File: src/rtl/conv2d_stream_pkg.sv
// conv2d_stream shared types and helpers.
// Holds the FSM state type, output-size math and saturation.
package conv2d_stream_pkg;

  typedef enum logic [2:0] {
    IDLE,
    LOAD,
    COMPUTE,
    FINAL,
    OUTPUT
  } state_t;

  function automatic int out_dim(
    input int n,
    input int k,
    input int p,
    input int s
  );
    return (n + 2 * p - k) / s + 1;
  endfunction

  function automatic int aw(input int n);
    return (n > 1) ? $clog2(n) : 1;
  endfunction

  function automatic logic signed [63:0] sat(
    input logic signed [63:0] v,
    input int bits
  );
    logic signed [63:0] hi;
    logic signed [63:0] lo;
    hi = (64'sd1 <<< (bits - 1)) - 64'sd1;
    lo = -hi - 64'sd1;
    if (v > hi) return hi;
    if (v < lo) return lo;
    return v;
  endfunction

endpackage

File: src/rtl/conv2d_stream_mac.sv
// conv2d_stream MAC and requantise datapath.
// Define CONV2D_STREAM_RELU_EN to clamp negative results to zero.
module conv2d_stream_mac
  import conv2d_stream_pkg::*;
#(
  parameter int ACTIV_BITS = 8,
  parameter int ACC_BITS   = 24,
  parameter int OUT_SHIFT  = 0
) (
  input  logic                         clk,
  input  logic                         rst_n,
  input  logic                         i_clr,
  input  logic                         i_en,
  input  logic signed [ACTIV_BITS-1:0] i_act,
  input  logic signed [ACTIV_BITS-1:0] i_wt,
  input  logic signed [ACTIV_BITS-1:0] i_bias,
  output logic signed [ACTIV_BITS-1:0] o_res
);

  localparam int PW = 2 * ACTIV_BITS;

  logic signed [PW-1:0]       r_prod;
  logic                       r_pv;
  logic signed [ACC_BITS-1:0] r_acc;
  logic signed [63:0]         w_ext;
  logic signed [ACTIV_BITS-1:0] w_sat;

  // product is registered; accumulate lags it by one cycle
  always_ff @(posedge clk) begin
    if (!rst_n) begin
      r_prod <= '0;
      r_pv   <= 1'b0;
      r_acc  <= '0;
    end else begin
      r_prod <= i_act * i_wt;
      r_pv   <= i_en && !i_clr;
      if (i_clr)
        r_acc <= {{(ACC_BITS-ACTIV_BITS){i_bias[ACTIV_BITS-1]}},
                  i_bias};
      else if (r_pv)
        r_acc <= r_acc + {{(ACC_BITS-PW){r_prod[PW-1]}}, r_prod};
    end
  end

  assign w_ext = {{(64-ACC_BITS){r_acc[ACC_BITS-1]}}, r_acc};
  assign w_sat = ACTIV_BITS'(sat(w_ext >>> OUT_SHIFT, ACTIV_BITS));

`ifdef CONV2D_STREAM_RELU_EN
  assign o_res = w_sat[ACTIV_BITS-1] ? '0 : w_sat;
`else
  assign o_res = w_sat;
`endif

endmodule

File: src/rtl/conv2d_stream.sv
// conv2d_stream: frame-buffered streaming 2D convolution.
// Optional ReLU via CONV2D_STREAM_RELU_EN (see conv2d_stream_mac).
module conv2d_stream
  import conv2d_stream_pkg::*;
#(
  parameter int IN_W        = 40,
  parameter int IN_H        = 1,
  parameter int IN_CH       = 1,
  parameter int KERNEL_SIZE = 3,
  parameter int NUM_FILTERS = 8,
  parameter int PADDING     = 1,
  parameter int STRIDE      = 1,
  parameter int ACTIV_BITS  = 8,
  parameter int ACC_BITS    = 24,
  parameter int OUT_SHIFT   = 0
) (
  input  logic                  clk,
  input  logic                  rst_n,
  input  logic [ACTIV_BITS-1:0] in_data,
  input  logic                  in_valid,
  output logic                  in_ready,
  output logic [ACTIV_BITS-1:0] out_data,
  output logic                  out_valid,
  input  logic                  out_ready,
  output logic                  out_last,
  input  logic                  w_wr_en,
  input  logic [aw(NUM_FILTERS*IN_CH*KERNEL_SIZE*KERNEL_SIZE)-1:0]
                                w_wr_addr,
  input  logic [ACTIV_BITS-1:0] w_wr_data,
  input  logic                  b_wr_en,
  input  logic [aw(NUM_FILTERS)-1:0] b_wr_addr,
  input  logic [ACTIV_BITS-1:0] b_wr_data,
  output logic                  busy
);

  localparam int OUT_W = out_dim(IN_W, KERNEL_SIZE, PADDING, STRIDE);
  localparam int OUT_H = out_dim(IN_H, KERNEL_SIZE, PADDING, STRIDE);
  localparam int TAPS  = IN_CH * KERNEL_SIZE * KERNEL_SIZE;
  localparam int NPIX  = IN_W * IN_H * IN_CH;
  localparam int NW    = NUM_FILTERS * TAPS;
  localparam int WAW   = aw(NW);
  localparam int BAW   = aw(NUM_FILTERS);
  localparam int PAW   = aw(NPIX);
  localparam int KW    = aw(KERNEL_SIZE);
  localparam int CHW   = aw(IN_CH);
  localparam int OWW   = aw(OUT_W);
  localparam int OHW   = aw(OUT_H);

  state_t r_state, w_nstate;

  logic                  r_rdy, r_drain;
  logic                  r_out_valid, r_out_last;
  logic [ACTIV_BITS-1:0] r_out_data;
  logic [PAW-1:0]        r_in_cnt;
  logic [KW-1:0]         r_kx, r_ky;
  logic [CHW-1:0]        r_c;
  logic [BAW-1:0]        r_f, w_nf;
  logic [OWW-1:0]        r_ow;
  logic [OHW-1:0]        r_oh;

  logic [ACTIV_BITS-1:0] r_buf  [NPIX];
  logic [ACTIV_BITS-1:0] r_wt   [NW];
  logic [ACTIV_BITS-1:0] r_bias [NUM_FILTERS];

  logic w_xfer, w_last_in, w_last_tap;
  logic w_last_f, w_last_ow, w_last_oh;
  logic w_acc_out, w_clr, w_en, w_inb;
  int   w_iy, w_ix;
  logic [PAW-1:0]        w_pa;
  logic [WAW-1:0]        w_wa;
  logic [ACTIV_BITS-1:0] w_act, w_wt, w_bias, w_res;

  assign w_xfer     = in_valid && r_rdy;
  assign w_last_in  = r_in_cnt == PAW'(NPIX - 1);
  assign w_last_tap = (r_kx == KW'(KERNEL_SIZE - 1)) &&
                      (r_ky == KW'(KERNEL_SIZE - 1)) &&
                      (r_c == CHW'(IN_CH - 1));
  assign w_last_f   = r_f == BAW'(NUM_FILTERS - 1);
  assign w_last_ow  = r_ow == OWW'(OUT_W - 1);
  assign w_last_oh  = r_oh == OHW'(OUT_H - 1);
  assign w_acc_out  = (r_state == OUTPUT) && out_ready;
  assign w_clr      = (w_nstate == COMPUTE) && (r_state != COMPUTE);
  assign w_en       = (r_state == COMPUTE) && !r_drain;

  // bias is fetched for the filter the coming COMPUTE will produce
  always_comb begin
    w_nf = r_f;
    if (r_state == OUTPUT)
      w_nf = w_last_f ? '0 : r_f + BAW'(1);
  end

  always_comb begin
    w_iy  = int'(r_oh) * STRIDE + int'(r_ky) - PADDING;
    w_ix  = int'(r_ow) * STRIDE + int'(r_kx) - PADDING;
    w_inb = (w_iy >= 0) && (w_iy < IN_H) &&
            (w_ix >= 0) && (w_ix < IN_W);
    w_pa  = '0;
    if (w_inb)
      w_pa = PAW'((w_iy * IN_W + w_ix) * IN_CH + int'(r_c));
    w_act = w_inb ? r_buf[w_pa] : '0;
    w_wa  = WAW'(((int'(r_f) * IN_CH + int'(r_c)) * KERNEL_SIZE
                 + int'(r_ky)) * KERNEL_SIZE + int'(r_kx));
  end

  assign w_wt   = r_wt[w_wa];
  assign w_bias = r_bias[w_nf];

  always_comb begin
    w_nstate = r_state;
    unique case (r_state)
      IDLE:    if (w_xfer) w_nstate = w_last_in ? COMPUTE : LOAD;
      LOAD:    if (w_xfer && w_last_in) w_nstate = COMPUTE;
      COMPUTE: if (r_drain) w_nstate = FINAL;
      FINAL:   w_nstate = OUTPUT;
      OUTPUT:  if (out_ready) w_nstate = r_out_last ? IDLE : COMPUTE;
      default: w_nstate = IDLE;
    endcase
  end

  always_ff @(posedge clk) begin
    if (!rst_n) begin
      r_state <= IDLE;
      r_rdy   <= 1'b0;
    end else begin
      r_state <= w_nstate;
      r_rdy   <= (w_nstate == IDLE) || (w_nstate == LOAD);
    end
  end

  always_ff @(posedge clk) begin
    if (!rst_n) begin
      r_in_cnt    <= '0;
      r_kx        <= '0;
      r_ky        <= '0;
      r_c         <= '0;
      r_drain     <= 1'b0;
      r_f         <= '0;
      r_ow        <= '0;
      r_oh        <= '0;
      r_out_data  <= '0;
      r_out_valid <= 1'b0;
      r_out_last  <= 1'b0;
      for (int i = 0; i < NPIX; i++) r_buf[i] <= '0;
      for (int i = 0; i < NW; i++) r_wt[i] <= '0;
      for (int i = 0; i < NUM_FILTERS; i++) r_bias[i] <= '0;
    end else begin
      if (w_xfer) begin
        r_buf[r_in_cnt] <= in_data;
        r_in_cnt <= w_last_in ? '0 : r_in_cnt + PAW'(1);
      end
      if (w_wr_en && (r_state == IDLE) && (int'(w_wr_addr) < NW))
        r_wt[w_wr_addr] <= w_wr_data;
      if (b_wr_en && (r_state == IDLE) &&
          (int'(b_wr_addr) < NUM_FILTERS))
        r_bias[b_wr_addr] <= b_wr_data;
      if (w_clr) begin
        r_kx    <= '0;
        r_ky    <= '0;
        r_c     <= '0;
        r_drain <= 1'b0;
      end else if (w_en) begin
        if (w_last_tap) r_drain <= 1'b1;
        if (r_kx != KW'(KERNEL_SIZE - 1)) begin
          r_kx <= r_kx + KW'(1);
        end else begin
          r_kx <= '0;
          if (r_ky != KW'(KERNEL_SIZE - 1)) begin
            r_ky <= r_ky + KW'(1);
          end else begin
            r_ky <= '0;
            r_c  <= (r_c == CHW'(IN_CH - 1)) ? '0 : r_c + CHW'(1);
          end
        end
      end
      if (r_state == FINAL) begin
        r_out_data  <= w_res;
        r_out_valid <= 1'b1;
        r_out_last  <= w_last_f && w_last_ow && w_last_oh;
      end else if (w_acc_out) begin
        r_out_valid <= 1'b0;
        r_out_last  <= 1'b0;
        r_f         <= w_nf;
        if (w_last_f) begin
          r_ow <= w_last_ow ? '0 : r_ow + OWW'(1);
          if (w_last_ow)
            r_oh <= w_last_oh ? '0 : r_oh + OHW'(1);
        end
      end
    end
  end

  conv2d_stream_mac #(
    .ACTIV_BITS(ACTIV_BITS),
    .ACC_BITS  (ACC_BITS),
    .OUT_SHIFT (OUT_SHIFT)
  ) u_mac (
    .clk   (clk),
    .rst_n (rst_n),
    .i_clr (w_clr),
    .i_en  (w_en),
    .i_act (w_act),
    .i_wt  (w_wt),
    .i_bias(w_bias),
    .o_res (w_res)
  );

  assign in_ready  = r_rdy;
  assign out_data  = r_out_data;
  assign out_valid = r_out_valid;
  assign out_last  = r_out_last;
  assign busy      = r_state != IDLE;

endmodule

File: config.mk
export PLATFORM = sky130hd
export DESIGN_NAME = conv2d_stream
export DESIGN_NICKNAME = d
export VERILOG_FILES = /design/src/rtl/conv2d_stream_pkg.sv /design/src/rtl/conv2d_stream_mac.sv /design/src/rtl/conv2d_stream.sv
export SDC_FILE = /design/constraint.sdc
export NUM_CORES = 2
export LEC_CHECK = 0
export ABC_CLOCK_PERIOD_IN_PS = 15730
export BUFFER_PORTS_ARGS = -buffer_cell sky130_fd_sc_hd__buf_2
export CORE_UTILIZATION = 45
export DETAILED_ROUTE_END_ITERATION = 8
export PLACE_DENSITY = 0.64
export SYNTH_ARGS = -nofsm -noshare
export SYNTH_HDL_FRONTEND = slang
export SYNTH_SLANG_ARGS = --single-unit
File: constraint.sdc
create_clock -name clk -period 15.73 [get_ports clk]
set_input_delay 3.146 -clock clk [delete_from_list [all_inputs] [get_ports clk]]
set_output_delay 3.146 -clock clk [all_outputs]
set_load 0.05 [all_outputs]
Word-level counts from Yosys, hierarchy flattened
Memory sizes are Yosys's and may differ from the RTL's. Index checks and enable logic that the tools add are counted.

Register bits after elaboration: 77. Memory bits (writable): 960. Input port bits: 40. Output and inout port bits: 12. Logic and storage cells: 149. Memories: 3.

Memory list: r_wt (words 72, bits a word 8, rd ports 1, clocked after memory_dff 0, wr ports 72, RTL line conv2d_stream.sv:62) `logic [ACTIV_BITS-1:0] r_wt [NW];`; r_buf (words 40, bits a word 8, rd ports 1, clocked after memory_dff 0, wr ports 40, RTL line conv2d_stream.sv:61) `logic [ACTIV_BITS-1:0] r_buf [NPIX];`; r_bias (words 8, bits a word 8, rd ports 1, clocked after memory_dff 0, wr ports 8, RTL line conv2d_stream.sv:63) `logic [ACTIV_BITS-1:0] r_bias [NUM_FILTERS];`.

Add/sub/neg operators: 17. Multipliers: 4. Magnitude comparators: 7. Equality and inequality tests: 14. Mux-type cells: 48. Bitwise operators: 6. Reductions and logical operators: 34.

Operator list (count): 8-bit two-way mux (8); 24-bit two-way mux (2); 24-bit adder (1); 24-bit by 8-bit > comparator with 1-bit output (second input constant) (1); 24-bit by 8-bit less-than comparator with 1-bit output (second input constant) (1); 6-bit two-way mux (4); 8-bit OR reduction (3); 1-bit two-way mux (21); 3-bit two-way mux (7); 1-bit logical AND (16); 8-bit by 8-bit multiplier with 16-bit output (1); 3-bit one-hot mux with 5 select lines (1); 6-bit by 2-bit adder with 7-bit output (2); 6-bit by 1-bit adder with 6-bit output (second input constant) (2); 6-bit == test (second input constant) (2); 3-bit by 2-bit == test with 1-bit output (second input constant) (3); 8-bit by 1-bit >= comparator with 1-bit output (second input constant) (1); 8-bit by 7-bit less-than comparator with 1-bit output (second input constant) (1); 2-bit two-way mux (4); 7-bit by 1-bit subtractor with 8-bit output (second input constant) (1); 7-bit by 2-bit adder with 7-bit output (1); 7-bit less-than comparator (second input constant) (1); 7-bit by 2-bit multiplier with 7-bit output (second input constant) (1); 7-bit two-way mux (1); 27 further kinds (44).

Logic depth before layout (Yosys ltp)
An unclocked memory read counts as a cell.

Word-level depth: 10. Gate-level depth with buffers: 37. Depth with buffers taken out: 35.

Modules after synthesis
A second synthesis with hierarchy kept.

Cell total of the unflattened synthesis: 5241. Area total of the unflattened synthesis: 77618.2 um^2.

Modules (own cells, without submodules): conv2d_stream (instances 1, cells each 4602, area each 72274.3 um^2, sequential area each 48726.7 um^2); conv2d_stream_mac (instances 1, cells each 639, area each 5343.9 um^2, sequential area each 820.8 um^2).

Least setup slack after synthesis
Ideal clock, no wire load.

Kind: reg-to-reg. Start point: reg r_f[0]. End point: reg u_mac.r_prod[15]. Library setup time: 0.132 ns. Arrival: 8.724 ns. Data required time: 15.598 ns. Slack: 6.874 ns. Stages on the path, launching flop included: 34. Path buffers: 5. Period minus slack after synthesis: 8.856 ns. Path through: dfxtp_1 fa_1 ha_1 fa_1 ha_1 fa_1 clkbuf_1 buf_1 clkbuf_1 buf_1 clkbuf_1 mux4_2 mux2i_1 o22ai_1 a21oi_1 nor2_1 a21boi_1 fa_1 inv_1 fa_1 inv_1 fa_1 inv_1 fa_1 inv_1 ha_1 inv_1 o21ai_0 a21oi_1 o21ai_0 a211o_1 a2111oi_0 or4_1 a21oi_1.

Cells in the longest elaborated chain, start to end: 7.

RTL lines: from (decl) (RTL line conv2d_stream.sv:57) `logic [BAW-1:0] r_f, w_nf;`; from (signal assigned) (RTL line conv2d_stream.sv:182) `r_f <= w_nf;`; 3-bit by 1-bit adder with 4-bit output (RTL line conv2d_stream.sv:101) `w_wa = WAW'(((int'(r_f) * IN_CH + int'(r_c)) * KERNEL_SIZE`; 4-bit by 2-bit multiplier with 6-bit output (RTL line conv2d_stream.sv:101); 6-bit by 2-bit adder with 7-bit output (RTL line conv2d_stream.sv:102) `+ int'(r_ky)) * KERNEL_SIZE + int'(r_kx));`; 7-bit by 2-bit multiplier with 7-bit output (RTL line conv2d_stream.sv:102); 7-bit by 2-bit adder with 7-bit output (RTL line conv2d_stream.sv:102); memory read 72 x 8 bit; 8-bit by 8-bit multiplier with 16-bit output (RTL line conv2d_stream_mac.sv:35) `r_prod <= i_act * i_wt;`; to (signal assigned) (RTL line conv2d_stream_mac.sv:35); to (decl) (RTL line conv2d_stream_mac.sv:22) `logic signed [PW-1:0] r_prod;`.

No other way between the ends. A chain may end at the register's enable or synchronous reset.

Final worst setup path
Ends and elaborated chain as after synthesis.

==> results by group <==
Global route
  • Overall Global Routing Usage: 0.219
  • Met3 Track Usage GR: 0.0327
  • Vias in the first global route: roughly 45000
  • Layer with the highest usage: met2
  • M1 GR Usage: 0.299
  • Gr ovfl total: 0
  • Largest net degree at the start of global routing: 130
  • First-pass GRT wire length: 286000 um
  • Initial antenna violation count: 3
  • Met2 usage: 0.362

Placed design
  • PortBufs: 51
  • DP HPWL: 120000 um
  • Routability cong.: around 0.90

Final layout
  • Area grow syn2layout: 13.3%
  • Fin util: 0.515
  • Layout Nets: 5847
  • Fraction of layout cells with a size suffix above 1: 0.143
  • Commonest non-fill, non-tap cell in the layout: edfxtp_1
  • Most frequent cells in the layout: edfxtp_1 (1600), and2_1 (986), conb_1 (448), mux4_2 (334), nor2_1 (291)

CTS
  • Num CTS Buffers: 170
  • Htree depth: 4
  • Clock sink count: roughly 1700
  • Hold buffer count at cts: 0
  • Clock buffer depth: 3
  • Clock transition at path regs: roughly 0.06 ns
  • Post_cts resized: 0
  • CTS tree: yes
  • Post-CTS Setup Inserts: 0
  • Clk_lat worst skew: about 0.83 ns
  • CTS root buffer: clkbuf_16

Timing
  • RSZ-0062 raised after global routing: false
  • Tmin final: about 11 ns
  • Sum of negative setup slack: 0 ns
  • Final Skew: ~0.042 ns
  • Worst slew margin: 0.0804
  • Fin. Hold Viols: 0
  • Final setup viols: 0
  • Worst-Margin Slew: between 1 and 1.5 ns
  • Fmax: about 0.093 GHz
  • Pins over their slew limit: 0
  • Final Cycle Share: 0.684

Synthesis
  • Number of synthesized flops with an enable pin: 1600
  • Unique masters post-synth: 95
  • Post-Syn Area: a little under 80000 sq um
  • Cell taking the most area after synthesis: edfxtp_1
  • Yosys top cell area share: 0.622
  • #FFs+latches synth: 1675
  • Syn Inst Count: 5197
  • Fraction of registers with async set/reset: 0
  • Top post-synthesis cells by area: edfxtp_1 (62%), mux4_2 (9.7%), and2_1 (8.0%)
  • Sequential share of the synthesized area: 0.642
  • Syn avg cell area: around 15 sq um
  • Warnings, synthesis: 0
  • Synth Flop Type: edfxtp_1

Critical path
  • Worst-path maximum fanout: 40
  • Cell count of the worst reg-to-reg path: 28
  • Crit path DAT: approximately 11 ns
  • Worst path buffer plus inverter count: 3
  • Crit-path slowest cell: fa_4
  • CP most frequent cell: fa_1
  • Setup Crit Path Kind: flop to flop
  • CP startpoint kind: flop
  • Critical Path RT: between 15 and 20 ns
  • Stages on worst setup path: 28
  • CP Capture Type: flop
  • Top cell family by delay on the critical path: adder cells
  • Worst stage delay on the critical path: approximately 1.2 ns

Floorplanning
  • Die extent in x: 416 um
  • Core box area: 170000 sq um
  • Ports: 52
  • Die Y-Extent: around 420 um
  • Starting Density: 0.455
  • Die Area: 173000 sq um
  • Row count: around 150

Routing
  • DRT antenna net count: 0
  • Iteration-0 DRC Markers: about 4400
  • 1st-pass router iterations: 5
  • Total Routed Length: around 190000 um
  • Remaining DRCs: 0
  • Average wire per standard cell: roughly 24 um
  • Via count: ~45000
  • Vias/cell: 5.63

Worst hold path
  • Hold WC Path Type: flop to flop
  • Hold Crit Depth: 2

Outcome
  • Outcome: complete, no violations

Pwr
  • Pwr dens: approximately 110 nW/um^2
  • Static Leak: ~31 nW
  • Peak supply drop: 0.000119 V

Job
  • Maxcap violations: 0
## worst paths after layout
kind | startpoint | to | slack, ns
worst min register to register | out_data[4] | out_data[4] | 0.45
worst min-delay path | out_data[4] | out_data[4] | 0.45
worst max-delay path | r_f[0] | u_mac.r_prod[15] | 4.97
worst max register to register | r_f[0] | u_mac.r_prod[15] | 4.97
## flip-flops by register name, indices dropped and copies added, names as in the netlist
register	count
in_ready	1
r_f	3
out_valid	1
r_buf	512
r_in_cnt	6
out_last	1
r_ow	6
r_kx	2
r_drain	1
u_mac.r_prod	16
r_ky	2
u_mac.r_acc	24
out_data	8
r_state	3
u_mac.r_pv	1
r_bias	64
r_wt	1024
## cell usage after synthesis, drive strengths merged (22+ instances only)
library cell	n
a21oi	116
nor2	291
xnor2	29
o22ai	22
a21boi	26
mux2i	110
o211ai	22
o31ai	35
ha	87
and2	992
a31oi	34
or3	24
nand3	39
dfxtp	75
nor3	36
edfxtp	1600
o21ai	190
nand2	166
buf	91
clkbuf	253
fa	63
inv	126
mux4	334
nand4	25
mux2	25
a211oi	47
## kinds of logic after synthesis
| family | synth area share |
|---|---|
| fa+ha+maj | 0.0304 |
| flops | 0.642 |
| other cells | 0.0000486 |
| mux | 0.115 |
| simple gates | 0.122 |
| buf+inv | 0.0242 |
| compound gates | 0.0609 |
| xor+xnor | 0.00510 |
## where the power goes
group / internal (mW) / total, mW / switching [mW]
Sequential: 5.08 / 5.13 / 0.0535
Clock: 2.44 / 4.17 / 1.74
Combinational: 0.102 / 0.320 / 0.219
Total: 7.61 / 9.62 / 2.01
## metal layers
layer  wire length (um)  part of all wire  vias to the layer above
met4               5670             0.030                        0
met5                  0                 0                        -
met2              92500              0.49                     1580
met1              79100              0.42                    23000
li1                   -                 -                    20200
met3              12200             0.064                      338
## stage by stage
step	instances	hold WS, ns	power [mW]	area, sq um	setup slack (ns)
finish	8011	0.450	9.62	87500	4.97
global route	8010	0.470	9.89	87500	4.52
CTS	8009	0.454	9.69	87500	4.98
detailed placement	7703	0.445	5.54	81700	5.08
global placement	7703	0.441	5.53	81700	5.22
floorplan	5644	0.442	5.38	78900	6.87
## final cells by class
type                            instances  area (sq um)
Sequential cell                      1675         49500
Antenna cell                            2          5.00
Clock inverter                         91          1140
Clock buffer                          215          4570
Fill cell                           14200         82400
Multi-Input combinational cell       3496         27600
Inverter                              129           484
Tap cell                             2218          2780
Timing Repair Buffer                  185          1310
## worst register-to-register path: cells and delay by family (launching register included)
family          cells  cell delay (ns)
compound gates     11             2.78
fa+ha+maj          10             5.05
flops               1             0.50
mux                 3             1.33
buf+inv             3             0.80
simple gates        1             0.17
Power figures use the tool's default switching activity.
